$ cat src/rtl/passthrough_skid_buffer.sv
// passthrough_skid_buffer: 2-entry registered ready/valid skid buffer; optional transfer counter under PASSTHROUGH_XFER_COUNT_EN
module passthrough_skid_buffer #(
  parameter int WIDTH = 10
) (
  input  logic             clock,
  input  logic             reset,
  input  logic             io_in_valid,
  output logic             io_in_ready,
  input  logic [WIDTH-1:0] io_in_bits,
  output logic             io_out_valid,
  input  logic             io_out_ready,
  output logic [WIDTH-1:0] io_out_bits
`ifdef PASSTHROUGH_XFER_COUNT_EN
  ,
  output logic [31:0]      io_xferCount
`endif
);
  typedef enum logic [1:0] {EMPTY, ONE, TWO} state_t;
  state_t state;
  logic [WIDTH-1:0] main_reg, skid_reg;
  logic in_fire, out_fire;
  assign io_in_ready  = (state != TWO) & ~reset;
  assign io_out_valid = (state != EMPTY);
  assign io_out_bits  = main_reg;
  assign in_fire      = io_in_valid & io_in_ready;
  assign out_fire     = io_out_valid & io_out_ready;
  // occupancy FSM: main feeds the output, skid catches the word accepted while the consumer stalls
  always_ff @(posedge clock) begin
    if (reset) begin
      state    <= EMPTY;
      main_reg <= '0;
      skid_reg <= '0;
    end else begin
      case (state)
        EMPTY: if (in_fire) begin
          state    <= ONE;
          main_reg <= io_in_bits;
        end
        ONE: if (in_fire && out_fire) main_reg <= io_in_bits;
          else if (in_fire) begin
            state    <= TWO;
            skid_reg <= io_in_bits;
          end else if (out_fire) state <= EMPTY;
        TWO: if (out_fire) begin
          state    <= ONE;
          main_reg <= skid_reg;
        end
        default: state <= EMPTY;
      endcase
    end
  end
`ifdef PASSTHROUGH_XFER_COUNT_EN
  logic [31:0] xfer_count;
  assign io_xferCount = xfer_count;
  // free-running count of delivered words, wraps at 2^32
  always_ff @(posedge clock) xfer_count <= reset ? 32'd0 : xfer_count + {31'd0, out_fire};
`endif
endmodule
$ cat config.mk
export PLATFORM = sky130hd
export DESIGN_NAME = passthrough_skid_buffer
export DESIGN_NICKNAME = d
export VERILOG_FILES = /design/src/rtl/passthrough_skid_buffer.sv
export SDC_FILE = /design/constraint.sdc
export NUM_CORES = 1
export LEC_CHECK = 0
export ABC_AREA = 1
export BUFFER_PORTS_ARGS = -buffer_cell sky130_fd_sc_hd__buf_2
export CAP_MARGIN = 15
export CORE_MARGIN = 2
export CORE_UTILIZATION = 55
export CTS_CLUSTER_DIAMETER = 40
export DETAILED_ROUTE_END_ITERATION = 8
export PLACE_DENSITY_LB_ADDON = 0.08
export SETUP_SLACK_MARGIN = 0.15
export SLEW_MARGIN = 25
export SYNTH_ARGS = -nofsm -noshare
export SYNTH_HDL_FRONTEND = slang
export SYNTH_SLANG_ARGS = --single-unit
$ cat constraint.sdc
create_clock -name clock -period 1.9 [get_ports clock]
set_input_delay 0.285 -clock clock [delete_from_list [all_inputs] [get_ports clock]]
set_output_delay 0.285 -clock clock [all_outputs]
set_load 0.01 [all_outputs]
# Yosys cells after proc, flatten, opt, wreduce, memory -nomap -nowiden
# Index checks and enable logic that the tools add are counted.
word_totals:
  register_bits: 22
  wordCells: 33
  output_inout_bits: 12
  input_bits: 14
classes:
  bitwise_logic: 5
  n_reduce_logical: 7
  muxes: 10
  eq_ne: 8
op_table:
  columns: ["operator", "count"]
  rows:
  - ["two-way mux 10 bit", 3]
  - ["case mux 10 bit (3 select lines)", 1]
  - ["two-way mux 2 bit", 5]
  - ["inequality test 2 bit (second input constant)", 5]
  - ["AND reduction 4 bit", 2]
  - ["case mux 2 bit (3 select lines)", 1]
  - ["bitwise AND 1 bit", 3]
  - ["inequality test 3 bit (second input constant)", 1]
  - ["AND reduction 3 bit", 1]
  - ["nonzero test 3 bit", 1]
  - ["== test 2 x 1 -> 1 bit (second input constant)", 1]
  - ["== test 2 bit (second input constant)", 1]
  - ["zero test 2 bit", 1]
  - ["inverter 1 bit", 2]
  - ["nonzero test 2 bit", 1]
  - ["logical AND 1 bit", 1]

# Depth between registers and ports, before layout
# Gate-level depths: netlist of run 1.
logic_depth:
  depth_word: 6
  ltp_mapped: 8
  ltp_nobuf: 7

# Worst setup path after synthesis of run 1
# OpenSTA, ideal clock, no wires.
synth_timing:
  path_type: "register to output"
  startpoint: "register state[0]"
  endpoint: "output io_in_ready"
  setup_slack_ps: 768
  arrival_ps: 847
  path_stages_with_launch: 6
  required_time_ps: 1615
  n_path_buf: 1
  cell_sequence: "dfxtp_1 inv_2 nand2_2 inv_4 buf_6 nor2_1"
synth_between:
  elab_chain_cells: 2
synth_lines:
  columns: ["element", "line_no", "source"]
  rows:
  - ["start, declared", "19", "state_t state;"]
  - ["start signal, assigned", "30", "state <= EMPTY;"]
  - ["start signal, assigned", "36", "state <= ONE;"]
  - ["start signal, assigned", "41", "state <= TWO;"]
  - ["inequality test 2 bit", "22", "assign io_in_ready = (state != TWO) & ~reset;"]
  - ["bitwise AND 1 bit", "22", null]
  - ["end, declared", "8", "output logic io_in_ready,"]
# No other way between the ends.

# Final worst setup path of run 1
layout_timing:
  startpoint: "register state[1]"
  endpoint: "output io_in_ready"
# Same word-level chain as after synthesis.

==> qor.yml, run 1 <==
grt_max_degree: 21
layout.nets: 210
boundaryPins: 26
wl_per_cell_um: 10.17
sequentialPowerShare_pct: 48.5
ir_drop_v: 0.0004914
required_ns: 1.62
crit_family: "flip-flops"
root_buffer: "clkbuf_4"
finClkSkew_ns: 0.004033
final_max_slew_viol_count: 0
drive_gt1_share_pct: 21.54
path_clk_slew_ns: 0.12
diodes: 0
pwr-share-comb_pct: 17.3
cts_hold_buf: 0
portBuffers: 25
rsz0062_at_grt: "false"
grt_pass1_wl_um: 3912
clock_path_buffers: 2
finalCriticalPeriod_ns: 1.561
postCtsSetupRepairBufs: 0
antenna_left: 0
initial_core_util_pct: 57.36
ys_seq_elements: 22
gp_congestion: 0.8568
vias: 1032
hpwl_um: 1620
maxCapViolCount: 0
ys_top_cells_by_area: "dfxtp_1 (40%), nand2_1 (15%), nor2_1 (15%), inv_1 (7.2%), nand3_1 (3.6%)"
run_status: "complete, no violations"
critPathArrivalTime_ns: 1.28
dr.pass1.iters: 4
syn_area_per_cell_um2: 6.484
grt_overflow: 0
syn_inst: 170
coreArea_mm2: 0.001922
synth-edff-count: 0
critPathSlowestCell: "dfxtp_1"
path_max_fanout: 19
hp-class: "in2reg"
die_area_mm2: 0.002379
setup_viol: 0
die_h_um: 48.77
grt_pass1_vias: 950
cts_tree: "done"
routed_via_density: 4.649
internal_power_uw: 768.7
fin_crit_sh_pct: 82.17
max_slew.worst_pin.slew_ns: 0.4203
p_leak_uw: 0.0006837
grt.total_usage_pct: 21.35
powerDensity_mw_per_mm2: 813.7
synthesis.nets: 184
synth.distinct_cells: 20
hold_ws_ns: 0.1793
end_kind: "output pin"
clock_sinks: 22
synth_largest_area_cell: "dfxtp_1"
cts_made_buffers: 3
dr.first_iter.drc_count: 25
ys_seq_area_share_pct: 39.95
ys.flop_type: "dfxtp_1"
cp_num_buf_inv: 2
ctsResizeCount: 0
synth_top_area_share_pct: 39.95
hold_viol_final: 0
fin_setup_tns_ns: 0
maxSlewHeadroom_pct: 71.89
p_total_uw: 1035
antenna_found_initial: 0
most-common-layout-cells: "nor2_1 (44), nand2_1 (44), buf_2 (25)"
insertion_delay_ns: 0.31
ff2ff_setup_slack_ns: 0.58
syn_area_mm2: 0.001102
crit_type: "reg2out"
routed_wl_um: 2257
switchingPower_uw: 266.8
crit_chain: "nand2_2, inv_4, nor2_1, buf_2"
start_kind: "flop"
async_reset_ff_share_pct: 0
placed_cells: 218
yosys_warnings: 0
finalNonFillerCells: 222
drc: 0
fmax_ghz: 0.6405
h-tree-depth: 1
power_switching_share_pct: 25.76
dieWidth_um: 48.77
cpPeakStageDelay_ns: 0.46
area_growth_pct: 15.44
p_clk_share_pct: 34.2
row_count: 16
[layout make-up]
cell class	instances	area, um2
tap	27	33.78
inverter	24	92.59
fill	193	649.4
clock inverter	1	30.03
multi-input combinational	118	513.0
timing repair buffer	27	140.1
sequential	22	440.4
clock buffer	3	22.52
[cell usage after synthesis, types with 2 or more instances]
master and instances:
nand2_1 44, nor2_1 44, dfxtp_1 22, inv_1 21, nand3_1 8, o21ai_0 7
nand2_2 5, buf_6 3, inv_2 2, nand3b_1 2, nor3_1 2, o21ai_1 2
[stage by stage]
step / setup WS (ns) / util [%] / area (um2)
after floorplan: 0.7676 / - / 1102
after global placement: 0.7120 / 63.48 / 1220
after detailed placement: 0.6426 / 63.48 / 1220
after CTS: 0.3349 / 66.21 / 1272
after global routing: 0.2320 / 66.21 / 1272
final: 0.3387 / 66.21 / 1272
[metal layers]
metal	track usage, %	share of wire (%)	routed length [um]
met1	26.42	45	1026
met5	0	0	0
met2	36.76	49	1115
met4	10.00	0.62	14
met3	2.761	4.5	101
[power groups by stage]
stage	logic, uW	registers, uW	clock network [uW]
floorplan	119	522	0
global placement	172	511	0
detailed placement	178	513	0
CTS	180	503	366
global route	204	507	392
finish	179	503	354
[worst paths after layout]
path | start | endpoint | cells past startpoint
setup reg to reg | state[1] | io_out_bits[3] | 7
hold reg to reg | state[0] | state[1] | 1
hold / removal | reset | state[1] | 2
setup / recovery | state[1] | io_in_ready | 4
[cells by family after synthesis]
logic type | share of synthesized area (%)
AND/OR/NAND/NOR | 41.77
buffers and inverters | 13.51
flip-flops | 39.95
AO/OA/AOI/OAI | 4.767
(Power assumes the default switching activity.)
==> run 2, diff against run 1 <==
--- a/config.mk
+++ b/config.mk
@@ -5,11 +5,11 @@
 export SDC_FILE = /design/constraint.sdc
 export NUM_CORES = 1
 export LEC_CHECK = 0
-export ABC_AREA = 1
+export ABC_AREA = 0
 export BUFFER_PORTS_ARGS = -buffer_cell sky130_fd_sc_hd__buf_2
 export CAP_MARGIN = 15
 export CORE_MARGIN = 2
-export CORE_UTILIZATION = 55
+export CORE_UTILIZATION = 46
 export CTS_CLUSTER_DIAMETER = 40
 export DETAILED_ROUTE_END_ITERATION = 8
 export PLACE_DENSITY_LB_ADDON = 0.08
==> constraint.sdc (replaced) <==
create_clock -name clock -period 1.3 [get_ports clock]
set_input_delay 0.195 -clock clock [delete_from_list [all_inputs] [get_ports clock]]
set_output_delay 0.195 -clock clock [all_outputs]
set_load 0.01 [all_outputs]
==> run 2 against run 1 <==
  * The run now ends with setup timing left
  * Synthesized cell count is 33% lower
  * Clock-buffer cell count is 1 higher
  * Non-clock buffer count is 20 higher
  * Power is 47% higher
  * Core utilization is 13 points higher
  * First-iteration DRC count is 8.0% lower
  * Die area is 14% higher
  * Global-route usage is 2.2 points higher
  * Sequential share of layout area is 8.8 points lower
  * Clock skew is 0.0015 ns lower
==> qor.yml, run 2 <==
run_status: "complete, but fails checks"
violations: "setup timing"
cpPeakStageDelay_ns: 0.37
boundaryPins: 26
initial_core_util_pct: 48.32
syn_area_mm2: 0.001059
path_max_fanout: 6
antenna_found_initial: 0
dr.first_iter.drc_count: 23
dieWidth_um: 51.97
powerDensity_mw_per_mm2: 878.9
ys.flop_type: "dfxtp_1"
finalCriticalPeriod_ns: 1.367
required_ns: 1.11
synth-edff-count: 0
row_count: 17
layout.nets: 168
max_slew.worst_pin.slew_ns: 0.4615
dr.pass1.iters: 4
ys_top_cells_by_area: "dfxtp_1 (42%), mux2i_1 (10%), a311oi_1 (8.3%), a211oi_1 (7.8%), a21oi_1 (5.2%)"
fin_crit_sh_pct: 105.2
root_buffer: "clkbuf_4"
async_reset_ff_share_pct: 0
syn_inst: 114
power_switching_share_pct: 29.22
portBuffers: 25
cts_hold_buf: 0
n_fill_cell: 159
synth.most_common_cell: "dfxtp_1"
clock_sinks: 22
hpwl_um: 1855
crit_family: "flip-flops"
crit_top_cell: "buf_6"
ys_seq_elements: 22
wl_per_cell_um: 19.46
syn_area_per_cell_um2: 9.285
clock_path_buffers: 2
start_kind: "flop"
coreArea_mm2: 0.002191
synthTopCellsByCount: "dfxtp_1 (22), a211oi_1 (11), a21oi_1 (11), mux2i_1 (11)"
end_kind: "output pin"
cts_tree: "done"
p_clk_share_pct: 24.8
finClkSkew_ns: 0.002569
antenna_left: 0
die_h_um: 51.97
synth.distinct_cells: 25
p_leak_uw: 0.0006807
vias: 1136
pwr-share-comb_pct: 27.3
rsz0062_at_grt: "true"
crit_chain: "buf_6, or2_4, buf_6"
final_max_slew_viol_count: 0
drc: 0
synth_top_area_share_pct: 41.61
worst_slack_ns: -0.06718
ir_drop_v: 0.0007095
grt_max_degree: 33
hold_viol_final: 0
fmax_ghz: 0.7314
synth_largest_area_cell: "dfxtp_1"
critPathSlowestCell: "dfxtp_4"
drive_gt1_share_pct: 71.24
crit_type: "reg2out"
h-tree-depth: 1
maxSlewHeadroom_pct: 69.23
fin_setup_tns_ns: -0.3679
internal_power_uw: 1080
grt.total_usage_pct: 23.59
die_area_mm2: 0.002701
ys_seq_area_share_pct: 41.61
yosys_warnings: 0
path_clk_slew_ns: 0.12
routed_wl_um: 3522
insertion_delay_ns: 0.30
cp_num_buf_inv: 2
area_growth_pct: 63.95
grt_pass1_wl_um: 4636
diodes: 0
cts_made_buffers: 3
gp_congestion: 0.6899
hp-class: "in2reg"
critPathArrivalTime_ns: 1.17
maxCapViolCount: 0
routed_via_density: 6.276
grt_overflow: 0
hold_ws_ns: 0.1290
sequentialPowerShare_pct: 47.9
synthesis.nets: 128
switchingPower_uw: 445.7
setup_viol: 16
layout_commonest_cell: "buf_2"
grt_pass1_vias: 966
most-common-layout-cells: "buf_2 (23), dfxtp_1 (20), buf_6 (17)"
-- run 2: power groups by stage --
stage | Clock, uW | Combinational [uW] | Sequential, uW
floorplan | 0 | 192 | 757
global placement | 0 | 287 | 746
detailed placement | 0 | 295 | 748
CTS | 382 | 337 | 729
global route | 416 | 439 | 734
finish | 378 | 416 | 731
-- run 2: final timing paths --
path / from / end / slack (ns) / cells past startpoint
max: state[0] / io_out_valid / -0.07 / 3
min: io_in_bits[0] / skid_reg[0] / 0.13 / 3
max reg2reg: state[0] / io_out_bits[8] / -0.05 / 5
min reg2reg: skid_reg[3] / skid_reg[3] / 0.47 / 2
-- run 2: tightest hold or removal path, delay by kind of cell --
kind                   cells  cell delay (ns)
AO/OA/AOI/OAI              1             0.04
buffers and inverters      1             0.11
AND/OR/NAND/NOR            1             0.06
-- run 2: timing repair --
item,in CTS,in global routing
pin swaps,2,29
buffers inserted,3,5
cloned,3,2
resized for setup,21,50
endpoints found under the setup margin,22,23
-- run 2: area by class of cell --
type / count / area (um2) / share of cell area, %
Timing Repair Buffer: 47 / 359.1 / 20.69
Clock buffer: 4 / 36.28 / 2.091
Sequential cell: 22 / 447.9 / 25.81
Multi-Input combinational cell: 79 / 853.3 / 49.17
Tap cell: 28 / 35.03 / 2.019
Inverter: 1 / 3.754 / 0.2163
-- run 2: cell families (layout without fill, tap and decap cells) --
group / Yosys count / count (layout) / synth area share (%)
simple gates: 22 / 23 / 13.00
flops: 22 / 22 / 41.61
buf+inv: 15 / 52 / 7.446
compound gates: 44 / 45 / 27.54
mux: 11 / 11 / 10.40
-- run 2: stage by stage --
stage | util (%) | cell area [um2] | cells | total power, uW | worst slack, ns
finish | 79.21 | 1735 | 181 | 1525 | -0.06718
detailed placement | 61.17 | 1340 | 164 | 1043 | -0.02458
CTS | 67.73 | 1484 | 174 | 1447 | -0.06478
global route | 79.21 | 1735 | 181 | 1589 | -0.1255
floorplan | - | 1187 | 114 | 948.9 | 0.1570
global placement | 61.17 | 1340 | 164 | 1033 | 0.01995
-- run 2: layer usage --
layer  vias up  track usage, %  share of wire [%]
li1        525               -                  -
met1       583           31.96                 44
met2        26           37.76                 52
met3         2           3.161                3.2
met4         0           9.211               0.48
met5         -               0                  0
==> run 3, diff against run 2 <==
--- a/config.mk
+++ b/config.mk
@@ -12,6 +12,7 @@
 export CORE_UTILIZATION = 46
 export CTS_CLUSTER_DIAMETER = 40
 export DETAILED_ROUTE_END_ITERATION = 8
+export GPL_TIMING_DRIVEN = 0
 export PLACE_DENSITY_LB_ADDON = 0.08
 export SETUP_SLACK_MARGIN = 0.15
 export SLEW_MARGIN = 25
==> run 3 against run 2 <==
  * The flow still finishes with violations (setup timing)
  * Combinational power down 18%
  * Cell area shrank 13%
  * First-iteration DRC count decreased by 4.3%
  * Clock power down 2%
  * Critical endpoint is now io_in_ready
  * Largest power group unchanged
==> qor.yml, run 3 (synthesis results as in run 2) <==
max_slew.worst_pin.slew_ns: 0.7068
finClkSkew_ns: 0.0007321
dr.first_iter.drc_count: 22
die_area_mm2: 0.002701
coreArea_mm2: 0.002191
stdcell_area_mm2: 0.001510
antenna_found_initial: 0
initial_core_util_pct: 48.32
antenna_left: 0
wl_per_cell_um: 16.02
hp-class: "in2reg"
maxSlewHeadroom_pct: 52.88
drc: 0
crit_type: "reg2out"
h-tree-depth: 1
end_kind: "output pin"
grt_pass1_vias: 907
grt_overflow: 0
diodes: 0
cpPeakStageDelay_ns: 0.34
start_kind: "flop"
routed_wl_um: 2852
ir_drop_v: 0.0006661
placed_cells: 166
placed_area_mm2: 0.001343
crit_top_cell: "buf_6"
vias: 1054
p_leak_uw: 0.0006262
most-common-layout-cells: "buf_2 (24), dfxtp_1 (20), mux2i_1 (11)"
post-place-ws_ns: 0.006093
drive_gt1_share_pct: 50.67
fmax_ghz: 0.7299
hpwl_um: 1838
die_h_um: 51.97
dieWidth_um: 51.97
required_ns: 1.11
critPathSlowestCell: "dfxtp_2"
p_total_uw: 1441
insertion_delay_ns: 0.30
portBuffers: 24
cp_num_buf_inv: 3
path_clk_slew_ns: 0.12
grt_pass1_wl_um: 4409
clock_sinks: 22
dr.pass1.iters: 4
crit_family: "flip-flops"
worst_slack_ns: -0.07003
gp_congestion: 0.8036
routed_via_density: 5.921
maxCapViolCount: 0
layout_commonest_cell: "buf_2"
row_count: 17
critPathArrivalTime_ns: 1.18
grt_max_degree: 13
fin_crit_sh_pct: 105.4
boundaryPins: 26
cts_made_buffers: 3
violations: "setup timing"
clock_path_buffers: 2
powerDensity_mw_per_mm2: 954.2
finalNonFillerCells: 178
hold_viol_final: 0
layout.nets: 165
rsz0062_at_grt: "true"
setup_viol: 20
finalCriticalPeriod_ns: 1.370
crit_chain: "buf_6, nand2b_4, buf_8, and2_4, buf_6"
root_buffer: "clkbuf_4"
run_status: "complete, but fails checks"
area_growth_pct: 42.67
cts_tree: "done"
final_max_slew_viol_count: 0
grt.total_usage_pct: 21.94
path_max_fanout: 4
## run 3: cell count changes in the layout (fill, tap and decap cells not counted), sizes merged
| cell | before | now |
|---|---|---|
| a31o | 2 | 1 |
| and4bb | 2 | 1 |
| clkbuf | 4 | 10 |
| buf | 47 | 40 |
## run 3: power breakdown
| group | switching, uW | internal [uW] |
|---|---|---|
| Sequential | 20.6 | 708 |
| Combinational | 175 | 167 |
| Clock | 200 | 171 |
| Total | 396 | 1050 |
## run 3: stage by stage
stage          TNS (ns)  hold slack, ns  util, %
4_1_cts         -0.8137          0.1135    66.25
3_3_place_gp          0          0.4462    61.28
2_1_floorplan         0          0.2678        -
5_1_grt          -1.864          0.1289    68.93
3_5_place_dp          0          0.4548    61.28
6_report        -0.7791          0.1287    68.93
## run 3: repair_timing
action | CTS | global route
endpoints found under the setup margin | 22 | 23
gates resized for setup | 10 | 16
pin swaps | 2 | 2
gates cloned | 0 | 2
buffers inserted | 5 | 1
hold buffers | 0 | 0
## run 3: path summary, 6_finish.rpt
| path | slack (ns) | to | from | cells after the start |
|---|---|---|---|---|
| setup / recovery | -0.07 | io_in_ready | state[1] | 5 |
| hold / removal | 0.13 | state[1] | io_out_ready | 2 |
| setup reg to reg | -0.05 | io_out_bits[8] | state[1] | 6 |
| hold reg to reg | 0.49 | skid_reg[7] | skid_reg[7] | 2 |
## run 3: area by class of cell
class / instances / area, um2
flip-flops and latches: 22 / 445.4
multi-input cells: 77 / 680.7
well taps: 28 / 35.03
plain buffers: 14 / 105.1
repair buffers: 32 / 203.9
fillers: 201 / 680.7
inverters: 1 / 3.754
clock buffers: 4 / 36.28
## run 3: routing by layer
layer / share of wire (%) / up-vias / track usage [%] / wire, um
li1: - / 509 / - / -
met1: 46 / 522 / 31.00 / 1301
met2: 51 / 21 / 34.81 / 1442
met3: 3.4 / 2 / 3.448 / 96
met4: 0.42 / 0 / 5.263 / 12
met5: 0 / - / 0 / 0
